<file path="config.mk">
export PLATFORM = sky130hd
export DESIGN_NAME = aes_kexp_seq
export DESIGN_NICKNAME = d
export VERILOG_FILES = /design/src/rtl/aes_kexp_seq_pkg.sv /design/src/rtl/aes_kexp_seq_subword.sv /design/src/rtl/aes_kexp_seq.sv
export SDC_FILE = /design/constraint.sdc
export NUM_CORES = 2
export LEC_CHECK = 0
export ABC_AREA = 1
export BUFFER_PORTS_ARGS = -buffer_cell sky130_fd_sc_hd__buf_2
export CAP_MARGIN = 10
export CORE_UTILIZATION = 30
export DETAILED_ROUTE_END_ITERATION = 6
export PLACE_DENSITY_LB_ADDON = 0.15
export RECOVER_POWER = 50
export SYNTH_ARGS = -nofsm -noshare
export SYNTH_HDL_FRONTEND = slang
export SYNTH_SLANG_ARGS = --single-unit
</file>
<file path="constraint.sdc">
create_clock -name clock -period 8.6 [get_ports clock]
set_clock_uncertainty 0.15 [all_clocks]
set_input_delay 1.29 -clock clock [delete_from_list [all_inputs] [get_ports clock]]
set_output_delay 1.29 -clock clock [all_outputs]
set_load 0.05 [all_outputs]
</file>
<file path="src/rtl/aes_kexp_seq_pkg.sv">
// Shared AES key-schedule constants and wire-level types.
// aes_const carries the round/word-count helpers; aes_wire the word and state typedefs.
package aes_const;

  localparam int Nb = 4;
  localparam logic [7:0] RCON_SEED = 8'h01;
  localparam logic [7:0] RCON_POLY = 8'h1b;

  function automatic int nr_of(input int nk);
    return nk + 6;
  endfunction

  function automatic int nw_of(input int nk);
    return Nb * (nr_of(nk) + 1);
  endfunction

  // GF(2^8) multiply by x, reduced by the AES polynomial.
  function automatic logic [7:0] xtime(input logic [7:0] b);
    return {b[6:0], 1'b0} ^ (b[7] ? RCON_POLY : 8'h00);
  endfunction

endpackage

package aes_wire;

  typedef logic [31:0]  word_t;
  typedef logic [127:0] rkey_t;

  typedef enum logic [1:0] {
    ST_IDLE,
    ST_EXPAND,
    ST_DONE
  } kexp_state_e;

endpackage

</file>
<file path="src/rtl/aes_kexp_seq_subword.sv">
// SubWord: four parallel AES S-box lookups on one 32-bit word.
// The table is packed with entry 0x00 in the top byte.
module aes_subword
  import aes_wire::*;
(
  input  word_t word_i,
  output word_t word_o
);

  localparam logic [2047:0] SBOX = {
    128'h637c777bf26b6fc53001672bfed7ab76,
    128'hca82c97dfa5947f0add4a2af9ca472c0,
    128'hb7fd9326363ff7cc34a5e5f171d83115,
    128'h04c723c31896059a071280e2eb27b275,
    128'h09832c1a1b6e5aa0523bd6b329e32f84,
    128'h53d100ed20fcb15b6acbbe394a4c58cf,
    128'hd0efaafb434d338545f9027f503c9fa8,
    128'h51a3408f929d38f5bcb6da2110fff3d2,
    128'hcd0c13ec5f974417c4a77e3d645d1973,
    128'h60814fdc222a908846eeb814de5e0bdb,
    128'he0323a0a4906245cc2d3ac629195e479,
    128'he7c8376d8dd54ea96c56f4ea657aae08,
    128'hba78252e1ca6b4c6e8dd741f4bbd8b8a,
    128'h703eb5664803f60e613557b986c11d9e,
    128'he1f8981169d98e949b1e87e9ce5528df,
    128'h8ca1890dbfe6426841992d0fb054bb16
  };

  for (genvar gi = 0; gi < 4; gi++) begin : g_byte
    logic [7:0] b;
    assign b = word_i[8*gi +: 8];
    // Entry b sits at bit offset 8*(255-b), i.e. {~b, 3'b000}.
    assign word_o[8*gi +: 8] = SBOX[{~b, 3'b000} +: 8];
  end

endmodule

</file>
<file path="src/rtl/aes_kexp_seq.sv">
// Iterative AES key expansion: one schedule word per clock into a word store,
// with a shared SubWord path and an indexed round-key read port.
module aes_kexp_seq
  import aes_const::*;
  import aes_wire::*;
#(
  parameter int Nk = 4
) (
  input  logic            clock,
  input  logic            reset,
  input  logic            KeyValid,
  output logic            KeyReady,
  input  logic [32*Nk-1:0] Key,
  output logic            Busy,
  output logic            KValid,
  input  logic [3:0]      RoundIdx,
  output rkey_t           RoundKey
);

  localparam int Nr = nr_of(Nk);
  localparam int NW = nw_of(Nk);
  localparam int IW = $clog2(NW);
  localparam int JW = $clog2(Nk);
  localparam logic [JW-1:0] J_LAST = JW'(Nk - 1);
  localparam logic [JW-1:0] J_HALF = JW'(Nk / 2);
  localparam logic [3:0]    NR_IDX = 4'(Nr);

  if (!(Nk == 4 || Nk == 6 || Nk == 8)) begin : g_bad_nk
    $error("aes_kexp_seq: Nk must be 4, 6 or 8");
  end

  kexp_state_e    state_q, state_d;
  logic [IW-1:0]  i_q, i_d;
  logic [JW-1:0]  j_q, j_d;
  logic [7:0]     rcon_q, rcon_d;
  logic           kvalid_q, kvalid_d;
  logic           wr_en;
  logic           accept;

  word_t          w_q [NW];
  word_t          prev_w, back_w, sub_in, sub_out, t_w, new_w;
  logic [IW-1:0]  prev_idx, back_idx, rk_base;
  logic           rk_sel;

  assign KeyReady = reset && (state_q != ST_EXPAND);
  assign accept   = KeyValid && KeyReady;
  assign Busy     = (state_q == ST_EXPAND);
  assign KValid   = kvalid_q;

  // Indices are parked at 0 outside EXPAND so they never leave the store.
  assign prev_idx = Busy ? i_q - IW'(1)  : '0;
  assign back_idx = Busy ? i_q - IW'(Nk) : '0;
  assign prev_w   = w_q[prev_idx];
  assign back_w   = w_q[back_idx];

  assign sub_in = (j_q == '0) ? {prev_w[23:0], prev_w[31:24]} : prev_w;

  aes_subword u_subword (
    .word_i (sub_in),
    .word_o (sub_out)
  );

  always_comb begin
    t_w = prev_w;
    if (j_q == '0) begin
      t_w = sub_out ^ {rcon_q, 24'h0};
    end else if (Nk == 8 && j_q == J_HALF) begin
      t_w = sub_out;
    end
  end

  assign new_w = back_w ^ t_w;

  always_comb begin
    state_d  = state_q;
    i_d      = i_q;
    j_d      = j_q;
    rcon_d   = rcon_q;
    kvalid_d = kvalid_q;
    wr_en    = 1'b0;
    case (state_q)
      ST_IDLE, ST_DONE: begin
        if (accept) begin
          state_d  = ST_EXPAND;
          i_d      = IW'(Nk);
          j_d      = '0;
          rcon_d   = RCON_SEED;
          kvalid_d = 1'b0;
        end
      end
      ST_EXPAND: begin
        wr_en = 1'b1;
        i_d   = i_q + IW'(1);
        j_d   = (j_q == J_LAST) ? '0 : j_q + JW'(1);
        if (j_q == '0) begin
          rcon_d = xtime(rcon_q);
        end
        if (i_q == IW'(NW - 1)) begin
          state_d  = ST_DONE;
          kvalid_d = 1'b1;
        end
      end
      default: state_d = ST_IDLE;
    endcase
  end

  always_ff @(posedge clock or negedge reset) begin
    if (!reset) begin
      state_q  <= ST_IDLE;
      i_q      <= '0;
      j_q      <= '0;
      rcon_q   <= RCON_SEED;
      kvalid_q <= 1'b0;
    end else begin
      state_q  <= state_d;
      i_q      <= i_d;
      j_q      <= j_d;
      rcon_q   <= rcon_d;
      kvalid_q <= kvalid_d;
    end
  end

  // The store is deliberately left uninitialised; KValid gates every read.
  always_ff @(posedge clock) begin
    if (accept) begin
      for (int k = 0; k < Nk; k++) begin
        w_q[k] <= Key[32*(Nk-k)-1 -: 32];
      end
    end else if (wr_en) begin
      w_q[i_q] <= new_w;
    end
  end

  assign rk_sel  = (RoundIdx <= NR_IDX);
  assign rk_base = rk_sel ? IW'({RoundIdx, 2'b00}) : '0;

  always_comb begin
    RoundKey = '0;
    if (kvalid_q && rk_sel) begin
      RoundKey = {w_q[rk_base], w_q[rk_base + IW'(1)],
                  w_q[rk_base + IW'(2)], w_q[rk_base + IW'(3)]};
    end
  end

endmodule

</file>
Word-level counts from Yosys, hierarchy flattened
Memory sizes are Yosys's and may differ from the RTL's.
Index checks and enable logic that the tools add are counted.
- add/sub/neg operators: 7
- multipliers: 0
- divide/modulo/power cells: 0
- $lt $le $gt $ge: 1
- equality and inequality tests: 8
- shift-type cells: 4
- multiplexer cells: 30
- bitwise logic cells: 7
- reductions and logical operators: 12
- operator list (operator ; number):
    $shiftx 2048x12->8 const A ; 4
    $mux 128 ; 1
    $mux 32 ; 3
    $xor 32x32->32 ; 2
    $not 8->8 ; 4
    $reduce_or 32->1 ; 1
    $mux 6 ; 5
    $mux 8 ; 2
    $pmux 8 s2 ; 1
    $add 6x1->6 const B ; 2
    $add 6x2->6 const B ; 2
    $pmux 6 s2 ; 1
    $mux 1 ; 9
    $mux 2 ; 4
    $pmux 2 s2 ; 2
    $xor 8x5->8 ; 1
    $eq 6x6->1 const B ; 1
    $ne 2x1->1 const B ; 3
    $reduce_and 3->1 ; 2
    $sub 6x1->6 const B ; 1
    $sub 6x3->6 const B ; 1
    $mux 5 ; 1
    $eq 2x2->1 const B ; 2
    $le 4x4->1 const B ; 1
    other kinds (9) ; 13
- register bits: 19
- latch bits: 0
- memory bits (writable): 1408
- memory bits (read-only): 0
- output and inout bits: 131
- memories: 1
- memory list (name ; depth ; width ; rd ports ; clocked after Yosys merged registers in ; write ports ; line ; RTL):
    w_q ; 44 ; 32 ; 6 ; 0 ; 4 ; aes_kexp_seq.sv:40 ; word_t w_q [NW];

Depth between registers and ports, before layout
An unclocked memory read counts as a cell.
- depth after elaboration: 10
- depth in mapped cells: 41
- gate-level depth less buffers: 32

Hierarchy
Synthesis repeated with hierarchy kept, for this count alone.
- cells, all modules: 13993
- area total of the unflattened synthesis: 99045.0 µm²
- modules (own cells, without submodules) (module ; instances ; cells an instance ; area each (µm²)):
    aes_kexp_seq ; 1 ; 11517 ; 87452.6
    aes_subword ; 1 ; 2476 ; 11592.4

Least setup slack after synthesis
No wires, ideal clock.
- path type: reg-to-reg
- from: register i_q[0]
- to: memory w_q[10][27] (netlist name), data pin
- data arrival time: 5.690 ns
- data required time: 8.145 ns
- slack: 2.456 ns
- cell stages (with the launch flop): 39
- buffers on the path: 10
- period minus slack after synthesis: 6.144 ns
- path through: dfrtp_1 inv_2 buf_4 buf_4 buf_2 clkbuf_1 clkbuf_1 buf_1 ha_1 inv_1 nand3_4 buf_4 buf_4 buf_2 a21oi_1 o21ai_0 a21oi_1 inv_1 [... 3 more ...] nand2_2 ha_1 inv_1 nand3_1 clkbuf_1 nand3_1 nand3_1 nand2_1 nand2_1 nand3_1 nand2_1 nand2_1 nand2_1 nand2_1 nand3_1 nand2_1 nand2_1 and2_1
- RTL lines (what ; line ; RTL):
    start, declared ; aes_kexp_seq.sv:33 ; logic [IW-1:0] i_q, i_d;
    start signal, assigned ; aes_kexp_seq.sv:116 ; i_q <= i_d;
    end, declared ; aes_kexp_seq.sv:40 ;

==> run metrics <==
CTS Buffer Depth=4; Layout area overhead=10.6%; achievable frequency=122 MHz; yosys warns=0; Worst Path Required=8.92 ns; wire length per cell=34.1 um; Worst Reg-to-Reg Cells=8; cell area after placement=104000 um2; hold buffers post-CTS=0; crit start category=register; Largest stage delay, worst path=2.07 ns; DRC viols=8; synthesized flop and latch total=1427; Root Driver=clkbuf_16; initial antenna violation count=58; CTS clk-pin slew, worst paths=0.07 ns; final core utilization=33.5%; die area=331000 um2; Hold WC Path Type=reg2reg; Tcrit/Tclk final=95.4%; All-Layer GR Usage=33.7%; CTS buffer count=178; failing checks=DRC, capacitance limit, slew limit; first-pass GRT wire length=795 mm; Synth Net Count=13100; Pre-Repair DR Iteration Count=7; die height=575 um; Final min period=8.21 ns; CP Max Fanout=22; Buf+Inv Stages, Crit Path=4; largest net degree at the start of global routing=223; delay-heaviest family, CP=buffers and inverters; post-route cell area=109000 um2; Netlist cell types=58; io pins=266; IO buf count=265; R2R Setup Slk=0.39 ns; Post-Syn Area=98500 um2; maxcap violations=95; worst hold endpoint=rcon_q[6]; RSZ-0062 raised after global routing=false; Setup violations, final=0; ys flop type=edfxtp_1; RR Startpoint=state_q[0]; layout cells sized above 1=7.65%; Final ANT Viol Nets=0; Slew Viols, Final=1881; Core ar.=325000 um2; R2R Path End=w_q[0][20]; relative slew slack=-222%; via count=108000; Hold Vio Cnt, Final=0; CP max stage cell=nand2_1; Setup Fix Bufs, Post-CTS=0; initial core utilization=30.3%; worst hold margin=0.435 ns; Mapped Cells=12900; Post-layout nets=12800; Worst-Margin Slew=4.83 ns; status=finished with violations; Fin Setup TNS=0 ns; Sink Count=1427; Hold Path Stages=2; overall routed net length=583 mm; DR vias/cell=6.31; CTS H-tree depth=4; Post-synth EDFFs=1408; crit-path cells=nand2_1 > nor2_1 > inv_1 > nor2_1 > clkbuf_1 > inv_1 > nand2_1 > buf_4; worst path arrival time=8.53 ns; hold wc startpoint=rcon_q[6]; RD Place Congestion=0.943; asr flop ratio synth=1.33%; post-DP HPWL=353 mm; WS Path Type=reg2reg; post-synthesis sequential area ratio=43.4%; total grt overflow=0; 1st-iter DRT viols=19900; Worst setup EP type=register; CTS tree=built; Post-CTS Resized=0; Die Wd=575 um; vias in the first global route=98900; Worst-Skew Late Latency=0.91 ns; FP Rows=209; Syn Area/Cell=7.62 um2
## cell usage in the layout (no fill, tap or decap), drive strengths merged, types with 267 or more instances in the layout
cell type,count
nand2,2848
nand3,2610
o21ai,1480
edfxtp,1408
a21oi,1011
inv,954
o211ai,597
buf,562
clkbuf,294
nor2,267
## cells in the mapped netlist (40+ instances only)
master | instances | area, um2
a21oi_1 | 1011 | 5060
a221oi_1 | 70 | 613
a22oi_1 | 98 | 736
a32o_1 | 75 | 751
buf_1 | 97 | 364
buf_2 | 279 | 1400
buf_4 | 147 | 1100
clkbuf_1 | 567 | 2130
edfxtp_1 | 1408 | 42300
ha_1 | 59 | 738
inv_1 | 913 | 3430
inv_2 | 40 | 150
nand2_1 | 2790 | 10500
nand2_2 | 51 | 319
nand3_1 | 2594 | 13000
nor2_1 | 261 | 980
nor3_1 | 106 | 531
o211ai_1 | 597 | 4480
o21ai_0 | 1422 | 7120
o21ai_1 | 56 | 280
## cell families after synthesis
family / after synthesis / synth area share [%]
AND/OR/NAND/NOR: 5908 / 26.5
XOR/XNOR: 4 / 0.0356
flip-flops: 1427 / 43.4
adder cells (fa/ha/maj): 59 / 0.750
AO/OA/AOI/OAI: 3437 / 20.1
buffers and inverters: 2080 / 9.11
## metrics by stage
step,cells,setup slack [ns]
CTS,17100,1.22
finish,17100,0.393
global placement,16800,1.29
global route,17100,0.425
detailed placement,16800,1.25
floorplan,12900,2.46
## metal layers
metal | GRT usage (%) | vias to the layer above | part of all wire (%)
met5 | 0 | - | 0.020
met4 | 19.8 | 18 | 6.9
met3 | 10.1 | 1741 | 14
met2 | 48.3 | 8908 | 41
met1 | 44.6 | 51900 | 39
li1 | - | 45300 | -
## how the worst max path moves through the flow
stage	from	endpoint	slack, ns	depth (start not counted)
final	state_q[0]	w_q[0][20]	0.39	8
after global routing	i_q[2]	w_q[6][17]	0.42	27
after CTS	i_q[0]	w_q[18][1]	1.22	27
after detailed placement	i_q[0]	w_q[13][1]	1.25	27
after global placement	i_q[0]	w_q[4][1]	1.29	27
after floorplan	i_q[0]	w_q[10][27]	2.46	38
## state kept, by name (all words and copies together) (netlist names)
signal,flops
KValid,1
j_q,2
state_q,2
w_q,1408
i_q,6
rcon_q,8
## tightest hold or removal path: cells and delay by family (launching register included)
family                 cells  cell delay, ns
buffers and inverters      1            0.06
DFF                        1            0.34
AOI/OAI and AO/OA          1            0.13
## layout make-up
class,count,area [um2]
Antenna cell,21,52.6
Inverter,955,3670
Timing Repair Buffer,644,4600
Fill cell,34400,216000
Sequential cell,1427,42800
Clock buffer,212,4600
Tap cell,4325,5410
Multi-Input combinational cell,9408,46900
Clock inverter,101,946
Power is left out: the tool's default activity adds up to more than one toggle a clock period on the data nets, which glitch-free logic cannot reach.
